**src/rtl/dcm_prog_ctrl.sv**
```systemverilog
// Serial M/D reprogramming sequencer for a DCM_CLKGEN (PROGCLK/PROGEN/PROGDATA),
// with PROGDONE/LOCKED confirmation and reset-and-retry recovery.
module dcm_prog_ctrl #(
    parameter int unsigned GAP_CYCLES = 2,
    parameter int unsigned TIMEOUT    = 50000,
    parameter int unsigned RST_CYCLES = 16,
    parameter int unsigned RETRY_MAX  = 3
) (
    input  logic       clk_in,
    input  logic       rstn_in,
    input  logic       cfg_valid,
    output logic       cfg_ready,
    input  logic [8:0] cfg_m,
    input  logic [8:0] cfg_d,
    output logic       prog_en,
    output logic       prog_data,
    input  logic       prog_done,
    input  logic       dcm_locked,
    output logic       dcm_rst,
    output logic       busy,
    output logic       done_pulse,
    output logic       cfg_err,
    output logic       err
);

    typedef enum logic [3:0] {
        IDLE, LOAD_D, GAP_A, LOAD_M, GAP_B, GO, WAIT_DONE, WAIT_LOCK, RECOVER
    } state_t;

    localparam logic [15:0] GAP_LAST     = 16'(GAP_CYCLES - 1);
    localparam logic [15:0] TIMEOUT_LAST = 16'(TIMEOUT - 1);
    localparam logic [15:0] RST_LAST     = 16'(RST_CYCLES - 1);
    localparam logic [15:0] LOAD_LAST    = 16'd9;

    state_t      state_q, state_d;
    logic [15:0] cnt_q, cnt_d;
    logic [7:0]  retry_q, retry_d, retryNext;
    logic [7:0]  m1_q, m1_d, d1_q, d1_d;
    logic        err_q, err_d;
    logic        cfgReady_q, cfgReady_d;
    logic        progEn_q, progEn_d;
    logic        progData_q, progData_d;
    logic        dcmRst_q, dcmRst_d;
    logic        busy_q, busy_d;
    logic        donePulse_q, donePulse_d;
    logic        cfgErr_q, cfgErr_d;
    logic        cfgIllegal;
    logic [2:0]  bitIdx;

    // Outputs are derived from the next state so every pin is a flop that
    // changes on the same edge as the state it belongs to.
    always_comb begin
        state_d     = state_q;
        cnt_d       = cnt_q + 16'd1;
        retry_d     = retry_q;
        retryNext   = retry_q + 8'd1;
        m1_d        = m1_q;
        d1_d        = d1_q;
        err_d       = err_q;
        donePulse_d = 1'b0;
        cfgErr_d    = 1'b0;
        cfgIllegal  = (cfg_m < 9'd2) || (cfg_m > 9'd256) ||
                      (cfg_d == 9'd0) || (cfg_d > 9'd256);

        case (state_q)
            IDLE: begin
                cnt_d = 16'd0;
                if (cfg_valid && cfgReady_q) begin
                    if (cfgIllegal) begin
                        cfgErr_d = 1'b1;
                    end else begin
                        m1_d    = cfg_m[7:0] - 8'd1;
                        d1_d    = cfg_d[7:0] - 8'd1;
                        err_d   = 1'b0;
                        retry_d = 8'd0;
                        state_d = LOAD_D;
                    end
                end
            end
            LOAD_D: if (cnt_q == LOAD_LAST) begin state_d = GAP_A; cnt_d = 16'd0; end
            GAP_A:  if (cnt_q == GAP_LAST)  begin state_d = LOAD_M; cnt_d = 16'd0; end
            LOAD_M: if (cnt_q == LOAD_LAST) begin state_d = GAP_B; cnt_d = 16'd0; end
            GAP_B:  if (cnt_q == GAP_LAST)  begin state_d = GO; cnt_d = 16'd0; end
            GO: begin
                state_d = WAIT_DONE;
                cnt_d   = 16'd0;
            end
            // Status is checked before the timeout so a same-cycle arrival wins.
            WAIT_DONE: begin
                if (prog_done) begin
                    state_d = WAIT_LOCK;
                    cnt_d   = 16'd0;
                end else if (cnt_q == TIMEOUT_LAST) begin
                    state_d = RECOVER;
                    cnt_d   = 16'd0;
                end
            end
            WAIT_LOCK: begin
                if (dcm_locked) begin
                    state_d     = IDLE;
                    cnt_d       = 16'd0;
                    donePulse_d = 1'b1;
                end else if (cnt_q == TIMEOUT_LAST) begin
                    state_d = RECOVER;
                    cnt_d   = 16'd0;
                end
            end
            RECOVER: begin
                if (cnt_q == RST_LAST) begin
                    cnt_d   = 16'd0;
                    retry_d = retryNext;
                    if (32'(retryNext) <= RETRY_MAX) begin
                        state_d = LOAD_D;
                    end else begin
                        state_d = IDLE;
                        err_d   = 1'b1;
                    end
                end
            end
            default: begin
                state_d = IDLE;
                cnt_d   = 16'd0;
            end
        endcase

        cfgReady_d = (state_d == IDLE);
        busy_d     = (state_d != IDLE);
        progEn_d   = (state_d == LOAD_D) || (state_d == LOAD_M) || (state_d == GO);
        dcmRst_d   = (state_d == RECOVER);
        bitIdx     = cnt_d[2:0] - 3'd2;
        progData_d = 1'b0;
        // Each load frame is a two-bit command header followed by the value LSB first.
        if (state_d == LOAD_D) begin
            if (cnt_d == 16'd0)      progData_d = 1'b1;
            else if (cnt_d == 16'd1) progData_d = 1'b0;
            else                     progData_d = d1_d[bitIdx];
        end else if (state_d == LOAD_M) begin
            if (cnt_d < 16'd2)       progData_d = 1'b1;
            else                     progData_d = m1_d[bitIdx];
        end
    end

    always_ff @(posedge clk_in) begin
        if (!rstn_in) begin
            state_q     <= IDLE;
            cnt_q       <= 16'd0;
            retry_q     <= 8'd0;
            m1_q        <= 8'd0;
            d1_q        <= 8'd0;
            err_q       <= 1'b0;
            cfgReady_q  <= 1'b0;
            progEn_q    <= 1'b0;
            progData_q  <= 1'b0;
            dcmRst_q    <= 1'b0;
            busy_q      <= 1'b0;
            donePulse_q <= 1'b0;
            cfgErr_q    <= 1'b0;
        end else begin
            state_q     <= state_d;
            cnt_q       <= cnt_d;
            retry_q     <= retry_d;
            m1_q        <= m1_d;
            d1_q        <= d1_d;
            err_q       <= err_d;
            cfgReady_q  <= cfgReady_d;
            progEn_q    <= progEn_d;
            progData_q  <= progData_d;
            dcmRst_q    <= dcmRst_d;
            busy_q      <= busy_d;
            donePulse_q <= donePulse_d;
            cfgErr_q    <= cfgErr_d;
        end
    end

    assign cfg_ready  = cfgReady_q;
    assign prog_en    = progEn_q;
    assign prog_data  = progData_q;
    assign dcm_rst    = dcmRst_q;
    assign busy       = busy_q;
    assign done_pulse = donePulse_q;
    assign cfg_err    = cfgErr_q;
    assign err        = err_q;

endmodule

```
**config.mk**
```make
export PLATFORM = sky130hd
export DESIGN_NAME = dcm_prog_ctrl
export DESIGN_NICKNAME = d
export VERILOG_FILES = /design/src/rtl/dcm_prog_ctrl.sv
export SDC_FILE = /design/constraint.sdc
export NUM_CORES = 1
export LEC_CHECK = 0
export BUFFER_PORTS_ARGS = -buffer_cell sky130_fd_sc_hd__buf_2
export CORE_MARGIN = 2
export CORE_UTILIZATION = 55
export CTS_BUF_LIST = sky130_fd_sc_hd__clkbuf_4 sky130_fd_sc_hd__clkbuf_8
export CTS_CLUSTER_SIZE = 25
export DETAILED_ROUTE_END_ITERATION = 10
export GPL_TIMING_DRIVEN = 0
export PLACE_DENSITY_LB_ADDON = 0.2
export SLEW_MARGIN = 15
export SYNTH_ARGS = -nofsm -noshare
export SYNTH_HDL_FRONTEND = slang
export SYNTH_SLANG_ARGS = --single-unit
```
**constraint.sdc**
```tcl
create_clock -name clk_in -period 5.3 [get_ports clk_in]
set_input_delay 0.795 -clock clk_in [delete_from_list [all_inputs] [get_ports clk_in]]
set_output_delay 0.795 -clock clk_in [all_outputs]
set_load 0.02 [all_outputs]
```
==> impl_metrics.csv, run 1 <==
group,metric,value,unit
clock_network,clk_path_buf_depth,2,
yosys,synthesis.nets,422,
clock_network,ctsHoldBuffers,0,
yosys,ys.warnings.count,0,
floorplan,fp.dieW,80.0,um
clock_network,cts_max_level,2,
placement,place.gp.congestion,0.904,
floorplan,dieArea,6400,um^2
routing,vias,2930,
flow_run,cap_violations,0,
placement,io_buffers,30,
yosys,ys_seq_area_frac,0.328,
clock_network,cts_made_buffers,5,
layout,nets,459,
clock_network,ctsResizeCount,0,
outcome,status,"completed",
floorplan,row_count,27,
layout,drive_gt1_frac,0.137,
clock_network,cts_setup_buffers,0,
sta,rsz0062_at_grt,"no",
sta,setup_viol,0,
routing,vias_per_cell,5.83,
routing,ant_nets,0,
clock_network,clkTransAtPathRegs,0.09,ns
power_and_ir_drop,total_power,0.000697,W
critical_path,critPathMaxStageDelay,0.58,ns
sta,hold_viol,0,
clock_network,cts.sink_count,52,
clock_network,root_buffer,"clkbuf_8",
critical_path,crit_type,"input pin to flip-flop",
routing,routedWlPerCell,14.2,um
global_routing,grt_max_degree,16,
layout,layout-area-overhead-vs-synth,10.5,%
critical_path,cp.buffers_inverters,4,
sta,slew_headroom,0.581,
yosys,syn_area,3180,um^2
placement,hpwl,5270,um
sta,timing.final.crit_share,0.648,
sta,tightest_slew,0.623,ns
sta,worst_slack,1.87,ns
routing,routed_wl,7150,um
critical_path,crit_family,"buffers and inverters",
global_routing,antenna_found_initial,0,
floorplan,ios,31,
critical_path,worstSetupStartpointType,"input pin",
yosys,ys_async_sr_fraction,0,
global_routing,grt_pass1_wl,12400,um
floorplan,initial_utilization,0.573,
critical_path,arrival,3.61,ns
worst_hold_path,holdCritPathClass,"flip-flop to flip-flop",
floorplan,die_h,80.0,um
yosys,synth_edf_count,0,
yosys,synth.avg_cell_area,8.08,um^2
routing,drt_iter0_drc,166,
yosys,syn_inst,393,
sta,slew_violations,0,
critical_path,required,5.48,ns
critical_path,cp-end-kind,"flip-flop",
layout,fin_cells,503,
critical_path,cpMostUsedCell,"buf_2",
sta,fin_worst_skew,0.00727,ns
floorplan,coreArea,5540,um^2
power_and_ir_drop,power.density,199,nW/um^2
critical_path,worstPathCellList,"buf_2 -> or4_1 -> or4_1 -> o2111ai_1 -> buf_2 -> buf_2 -> buf_1 -> nor2_1 -> a21oi_1 -> nor2_1",
clock_network,clk_latency,0.31,ns
sta,timing.fmax,0.291,GHz
global_routing,gr-total-overflow,0,
yosys,ys_types,55,
placement,pre_cts_ws,1.54,ns
global_routing,grt_pass1_vias,2729,
yosys,ys.flop_type,"dfxtp_1",
power_and_ir_drop,p_leak,1.43,nW
layout,diodes,0,
global_routing,grt_usage,0.243,
routing,drc,0,
clock_network,cts_tree,"built",
sta,setup_tns,0,ns
critical_path,path_max_fanout,10,
critical_path,cpMaxStageDelayCell,"or4_1",
routing,dr.pass1.iters,4,
sta,period_needed,3.43,ns
placement,dp_cells,495,
power_and_ir_drop,peakVddDrop,0.110,mV
yosys,ys_ff_latch,52,
## layer usage
metal	vias to the layer above	GRT usage	wire, um
met5	-	0	0
met2	65	0.409	3310
met1	1376	0.322	3460
li1	1480	-	-
met4	0	0.0678	110
met3	9	0.0362	265
## layout by cell type (no fill, tap or decap), types with 6 or more instances in the layout
cell type and n:
nand3_1 12, a31oi_1 8, or4_1 6, a21oi_1 23, xor2_1 12, clkbuf_1 14
xnor2_1 19, nor2_1 64, ha_1 6, and3_1 11, nor3_1 8, nand4_1 7
and2_1 8, clkbuf_8 6, mux2i_1 10, nand2_1 15, or3_1 6, o21ai_0 8
inv_1 22, dfxtp_1 52, buf_2 34, nand3b_1 8, nor4_1 10
## worst paths after layout
kind	start	endpoint	slack, ns	cells after the start
worst max-delay path	cfg_d[2]	m1_q[1]$_SDFF_PN0_	1.87	10
worst max register to register	cnt_q[11]$_SDFF_PN0_	prog_data$_SDFF_PN0_	2.07	11
worst min register to register	d1_q[1]$_SDFF_PN0_	d1_q[1]$_SDFF_PN0_	0.49	2
worst min-delay path	d1_q[1]$_SDFF_PN0_	d1_q[1]$_SDFF_PN0_	0.49	2
## power breakdown
part / switching [W] / total (W) / internal (W)
combinational: 0.0000386 / 0.0000652 / 0.0000266
sequential: 0.00000167 / 0.000397 / 0.000395
clock: 0.000130 / 0.000235 / 0.000105
## logic make-up (layout without fill, tap and decap cells)
family	count (synthesis)	in the layout	share of synthesized area
buffers and inverters	44	82	0.0583
AND/OR/NAND/NOR	175	175	0.292
AO/OA/AOI/OAI	69	69	0.146
XOR/XNOR	31	31	0.0855
flip-flops	52	52	0.328
multiplexers	16	16	0.0670
adder cells (fa/ha/maj)	6	6	0.0236
## layout make-up
cell class                 instances  area, um^2
clock buffer                       6        82.6
tap                               72        90.1
sequential                        52        1040
timing repair buffer              30         150
clock inverter                     2        10.0
inverter                          22        82.6
buffer                            22         103
fill                             529        2030
multi-input combinational        297        1950
## state kept, by name, indices dropped and copies added (netlist names)
name        cells
done_pulse      1
prog_data       1
cfg_err         1
state_q         4
cfg_ready       1
retry_q         8
dcm_rst         1
d1_q            8
m1_q            8
err             1
busy            1
prog_en         1
cnt_q          16
## worst register-to-register path, stage by stage (launching register included)
cell      delay (ns)
dfxtp_1         0.30
clkbuf_1        0.19
or4_1           0.52
buf_2           0.17
nor4_1          0.56
o21bai_1        0.11
a211o_1         0.29
buf_6           0.14
a2111o_1        0.41
a211oi_2        0.22
inv_1           0.06
o21ai_1         0.17
## cell usage after synthesis, types with 3 or more instances
cell	count	area, um^2
ha_1	6	75.1
nor3b_1	4	30.0
buf_2	4	20.0
nand4_1	7	43.8
xor2_1	12	105
or4b_2	3	30.0
clkbuf_1	14	52.6
nor4_1	10	62.6
inv_1	22	82.6
o21ai_0	8	40.0
nor2_1	64	240
nor2b_1	3	18.8
dfxtp_1	52	1040
nand3_1	12	60.1
nor3_1	8	40.0
mux4_2	4	90.1
mux2i_1	10	100
and2_1	8	50.1
nand2b_1	3	18.8
nand3b_1	8	60.1
or3_1	6	37.5
nand2_1	15	56.3
xnor2_1	19	166
and3_1	11	68.8
or4_1	6	45.0
o211ai_1	3	22.5
a21oi_1	23	115
a31oi_1	8	50.1
## metrics by stage
step                utilization  area [um^2]  hold slack [ns]
floorplan                     -         3180            0.446
global placement          0.617         3420            0.462
detailed placement        0.617         3420            0.470
CTS                       0.633         3510            0.492
global route              0.633         3510            0.526
finish                    0.633         3510            0.488
Note: power is estimated with default switching activity, not from simulation.
==> inputs of run 2 (changes only) <==
ABC_AREA = 1   (was unset)
clock period = 3.55 ns   (was 5.3 ns; I/O delays follow)
==> impl_metrics.csv, run 2 <==
group,metric,value,unit
outcome,status,"completed",
routing,routed_wl,8100,um
yosys,ys_ff_latch,52,
clock_network,clk_latency,0.32,ns
yosys,synthTopCellsByArea,"dfxtp_1 (30%), nand2_1 (15%), nor2_1 (9.9%)",
critical_path,worstPathCellList,"buf_2 -> inv_1 -> ha_1 -> nand2_1 -> nor2_1 -> nand2_1 -> nand2_1 -> nand2_2 -> nand4_2 -> buf_2 -> nand3_1 -> nor2_1 -> nand3_1 -> nand2_1 -> inv_1",
yosys,synthesis.nets,571,
sta,slew_headroom,0.603,
critical_path,r2r_start,"cnt_q[0]$_SDFF_PN0_",
yosys,synth_mux_area_frac,0,
clock_network,ctsHoldBuffers,0,
routing,ant_nets,0,
power_and_ir_drop,swShare,0.254,
yosys,synth_area_leader_cell,"dfxtp_1",
floorplan,dieArea,6870,um^2
worst_hold_path,hp-start,"dcm_locked",
power_and_ir_drop,peakVddDrop,0.198,mV
sta,slew_violations,0,
layout,largest_reg_flops,16,
clock_network,clkTransAtPathRegs,0.09,ns
clock_network,root_buffer,"clkbuf_8",
power_and_ir_drop,combPwrFrac,0.104,
sta,timing.final.crit_share,0.685,
yosys,synthXorXnorAreaFrac,0.0537,
clock_network,ctsResizeCount,0,
routing,drc,0,
sta,setup_tns,0,ns
clock_network,cts_max_level,2,
power_and_ir_drop,power.density,300,nW/um^2
clock_network,cts_made_buffers,5,
sta,tightest_slew,0.596,ns
yosys,synth.avg_cell_area,6.32,um^2
yosys,synth_most_common_cell,"nand2_1",
floorplan,initial_utilization,0.575,
yosys,ys_seq_area_frac,0.304,
clock_network,clk_path_buf_depth,2,
placement,hpwl,6400,um
critical_path,cpMaxStageDelayCell,"nor2_1",
critical_path,required,3.77,ns
sta,rsz0062_at_grt,"no",
yosys,syn_inst,542,
routing,dr.pass1.iters,7,
flow_run,cap_violations,0,
yosys,yosys.area_share.simple,0.424,
yosys,ys.flop_type,"dfxtp_1",
layout,layout_common_cells,"nand2_1 (137), nor2_1 (90), inv_1 (62)",
power_and_ir_drop,p_seq_frac,0.530,
sta,period_needed,2.43,ns
yosys,ys_types,40,
clock_network,cts_tree,"built",
routing,routedWlPerCell,12.4,um
power_and_ir_drop,internal_power,0.000845,W
floorplan,row_count,28,
sta,hold_viol,0,
yosys,synth_top_family_by_area,"simple AND/OR/NAND/NOR gates",
routing,drt_iter0_drc,283,
sta,fin_worst_skew,0.0119,ns
critical_path,crit_type,"input pin to flip-flop",
floorplan,coreArea,5960,um^2
critical_path,worstSetupStartpointType,"input pin",
floorplan,die_h,82.9,um
yosys,synth_top_area_frac,0.304,
global_routing,grt_pass1_vias,3134,
yosys,synth-compound-area-share,0.103,
global_routing,grt_pass1_wl,14100,um
yosys,synth_edf_count,0,
layout,diodes,0,
yosys,ys.warnings.count,0,
power_and_ir_drop,total_power,0.00113,W
power_and_ir_drop,power.switching,0.000288,W
power_and_ir_drop,p_leak,1.79,nW
yosys,syn_area,3420,um^2
critical_path,startpoint,"cfg_d[0]",
global_routing,gr-total-overflow,0,
routing,vias_per_cell,5.31,
placement,io_buffers,29,
floorplan,fp.dieW,82.9,um
floorplan,ios,31,
clock_network,cts_setup_buffers,0,
layout,regMostFlops,"cnt_q",
global_routing,antenna_found_initial,0,
yosys,ys_async_sr_fraction,0,
layout,nets,607,
critical_path,critPathMaxStageDelay,0.28,ns
layout,layout-area-overhead-vs-synth,10.2,%
yosys,synth_common_cells,"nand2_1 (137), nor2_1 (90), inv_1 (62), dfxtp_1 (52), nand3_1 (38)",
routing,vias,3470,
critical_path,cpMostUsedCell,"nand2_1",
global_routing,grt_usage,0.242,
sta,timing.fmax,0.411,GHz
placement,place.gp.congestion,0.893,
sta,setup_viol,0,
layout,drive_gt1_frac,0.126,
power_and_ir_drop,pwr-share-clk,0.366,
critical_path,path_max_fanout,10,
critical_path,arrival,2.66,ns
worst_hold_path,holdCritPathClass,"input pin to flip-flop",
critical_path,cp-end-kind,"flip-flop",
layout,final_common_cell,"nand2_1",
yosys,synthAdderAreaFrac,0.0219,
clock_network,cts.sink_count,52,
global_routing,grt_max_degree,17,
run 2: final cells by class:
class | count | area, um^2
Buffer | 11 | 60.1
Clock buffer | 5 | 68.8
Clock inverter | 3 | 42.5
Fill cell | 560 | 2180
Inverter | 69 | 259
Multi-Input combinational cell | 410 | 2060
Sequential cell | 52 | 1040
Tap cell | 75 | 93.8
Timing Repair Buffer | 29 | 145
run 2: worst paths after layout:
kind	endpoint	slack [ns]	cells after the start
hold / removal	done_pulse$_SDFF_PN0_	0.46	3
setup / recovery	busy$_SDFF_PN0_	1.12	15
setup reg to reg	prog_data$_SDFF_PN0_	1.15	16
hold reg to reg	m1_q[0]$_SDFF_PN0_	0.48	2
run 2: through the flow:
step	util	instances	cell area (um^2)	hold WS [ns]	worst slack, ns
floorplan	-	542	3420	0.448	1.34
finish	0.634	654	3770	0.459	1.12
global route	0.634	654	3770	0.459	0.846
detailed placement	0.615	646	3660	0.466	0.790
CTS	0.634	654	3770	0.454	1.13
global placement	0.615	646	3660	0.458	0.855
run 2: critical path, delay by kind of cell:
| family | cells | cell delay, ns |
|---|---|---|
| adder cells (fa/ha/maj) | 1 | 0.20 |
| buffers and inverters | 4 | 0.51 |
| AND/OR/NAND/NOR | 10 | 1.41 |
run 2: cells by family (layout without fill, tap and decap cells):
family	after synthesis	count (layout)
and+or+nand+nor	323	323
buffers and inverters	80	117
AOI/OAI and AO/OA	60	60
DFF	52	52
xor gates and xnor gates	21	21
adders and majority gates	6	6
run 2: metal layers:
layer	track usage	vias to the layer above	routed length [um]
met4	0.0671	0	116
li1	-	1810	-
met3	0.0338	10	361
met5	0	-	0
met1	0.314	1564	3730
met2	0.419	86	3890
run 2: power by group through the flow:
stage | registers [W] | logic, W | clock network [W]
after floorplan | 0.000615 | 0.0000757 | 0
after global placement | 0.000613 | 0.000114 | 0
after detailed placement | 0.000614 | 0.000118 | 0
after CTS | 0.000600 | 0.000118 | 0.000420
after global routing | 0.000602 | 0.000134 | 0.000446
final | 0.000600 | 0.000118 | 0.000415
==> inputs of run 3 (changes only) <==
clock period = 2 ns   (was 3.55 ns; I/O delays follow)
==> impl_metrics.csv, run 3 (synthesis results as in run 2) <==
group,metric,value,unit
clock_network,cts_max_level,2,
clock_network,cts.sink_count,52,
power_and_ir_drop,total_power,0.00203,W
outcome,status,"complete, but fails checks",
critical_path,arrival,2.38,ns
critical_path,r2r_start,"cnt_q[12]$_SDFF_PN0_",
global_routing,antenna_found_initial,0,
routing,drt_iter0_drc,355,
clock_network,clk_path_buf_depth,2,
layout,largest_reg_flops,16,
sta,worst_slack,-0.151,ns
layout,diodes,0,
floorplan,initial_utilization,0.575,
global_routing,gr-total-overflow,0,
clock_network,ctsHoldBuffers,0,
sta,rsz0062_at_grt,"yes",
sta,setup_viol,4,
critical_path,reg2reg_depth,12,
placement,hpwl,6400,um
critical_path,required,2.23,ns
layout,layout_common_cells,"nand2_1 (132), nor2_1 (74), inv_1 (59)",
critical_path,cp-end-kind,"flip-flop",
sta,fin_worst_skew,0.0147,ns
critical_path,r2r_slack,-0.15,ns
sta,tightest_slew,0.613,ns
layout,drive_gt1_frac,0.268,
clock_network,clk_latency,0.32,ns
routing,vias_per_cell,5.48,
critical_path,cp.buffers_inverters,1,
clock_network,cts_made_buffers,5,
outcome,violations,"negative setup slack",
placement,io_buffers,29,
worst_hold_path,holdCritPathClass,"input pin to flip-flop",
critical_path,crit_type,"flip-flop to flip-flop",
floorplan,row_count,28,
layout,nets,641,
global_routing,grt_usage,0.263,
floorplan,fp.dieW,82.9,um
sta,timing.fmax,0.465,GHz
worst_hold_path,hp-start,"dcm_locked",
critical_path,crit_family,"simple AND/OR/NAND/NOR gates",
floorplan,coreArea,5960,um^2
routing,routed_wl,9730,um
clock_network,cts_tree,"built",
critical_path,r2r-end,"busy$_SDFF_PN0_",
floorplan,dieArea,6870,um^2
critical_path,cpMostUsedCell,"nand2_2",
floorplan,ios,31,
placement,place.gp.congestion,0.893,
critical_path,worstPathCellList,"nor2_2 -> nand2_2 -> nor2_4 -> nand2_2 -> nand2_2 -> o21ai_0 -> a31oi_1 -> nand3_1 -> nor2_4 -> nand3_2 -> nand2_1 -> inv_1",
layout,layout-area-overhead-vs-synth,25.4,%
floorplan,die_h,82.9,um
global_routing,grt_pass1_vias,3408,
sta,hold_viol,0,
placement,pre_cts_ws,-0.528,ns
power_and_ir_drop,peakVddDrop,0.362,mV
power_and_ir_drop,power.density,474,nW/um^2
sta,period_needed,2.15,ns
worst_hold_path,holdPathEnd,"done_pulse$_SDFF_PN0_",
routing,drc,0,
routing,ant_nets,0,
clock_network,clkTransAtPathRegs,0.11,ns
placement,placed_cell_area,3660,um^2
worst_hold_path,whs_path_depth,3,
layout,final_common_cell,"nand2_1",
critical_path,path_max_fanout,5,
sta,setup_tns,-0.410,ns
critical_path,cpMaxStageDelayCell,"dfxtp_2",
sta,slew_violations,0,
routing,vias,3769,
global_routing,grt_pass1_wl,15200,um
flow_run,cap_violations,0,
critical_path,worstSetupStartpointType,"flip-flop",
clock_network,root_buffer,"clkbuf_8",
sta,slew_headroom,0.592,
routing,dr.pass1.iters,7,
power_and_ir_drop,p_leak,2.01,nW
routing,routedWlPerCell,14.1,um
layout,fin_area,4290,um^2
layout,regMostFlops,"cnt_q",
layout,finish.utilization,0.721,
global_routing,grt_max_degree,17,
critical_path,critPathMaxStageDelay,0.35,ns
sta,timing.final.crit_share,1.08,
## run 3: report_power, final
part	internal (W)	switching (W)
sequential	0.00105	0.0000113
clock	0.000371	0.000370
combinational	0.0000902	0.000147
## run 3: timing repair
item	4_1_cts	5_1_grt
gates resized for setup	43	44
setup buffers	19	15
pin swaps	19	18
endpoints found under the setup margin	7	15
## run 3: layout make-up
cell class,count,area [um^2]
clock buffer,5,68.8
buffer,11,75.1
fill,471,1660
tap,75,93.8
multi-input combinational,410,2270
inverter,69,259
clock inverter,3,42.5
sequential,52,1080
timing repair buffer,63,404
## run 3: routing by layer
layer | up-vias | routed length (um) | GRT usage
li1 | 1877 | - | -
met4 | 0 | 264 | 0.0954
met5 | - | 0 | 0
met3 | 29 | 621 | 0.0368
met2 | 162 | 4790 | 0.467
met1 | 1701 | 4060 | 0.322
## run 3: worst max path at each step
stage | from | endpoint | slack, ns | cells after the start
global route | cnt_q[5]$_SDFF_PN0_ | prog_data$_SDFF_PN0_ | -0.23 | 17
detailed placement | cfg_d[0] | busy$_SDFF_PN0_ | -0.53 | 15
global placement | cfg_d[0] | prog_data$_SDFF_PN0_ | -0.46 | 17
CTS | cnt_q[6]$_SDFF_PN0_ | prog_data$_SDFF_PN0_ | -0.04 | 15
finish | cnt_q[12]$_SDFF_PN0_ | busy$_SDFF_PN0_ | -0.15 | 12
floorplan | cnt_q[0]$_SDFF_PN0_ | prog_data$_SDFF_PN0_ | 0.004 | 19
## run 3: tightest hold or removal path: stages
cell and delay [ns]:
buf_2 0.09, inv_1 0.06, nor4_1 0.05
## run 3: stage by stage
step | hold WS [ns] | std cells
after global routing | 0.228 | 688
after detailed placement | 0.466 | 646
after global placement | 0.458 | 646
after CTS | 0.221 | 673
final | 0.227 | 688
after floorplan | 0.441 | 542
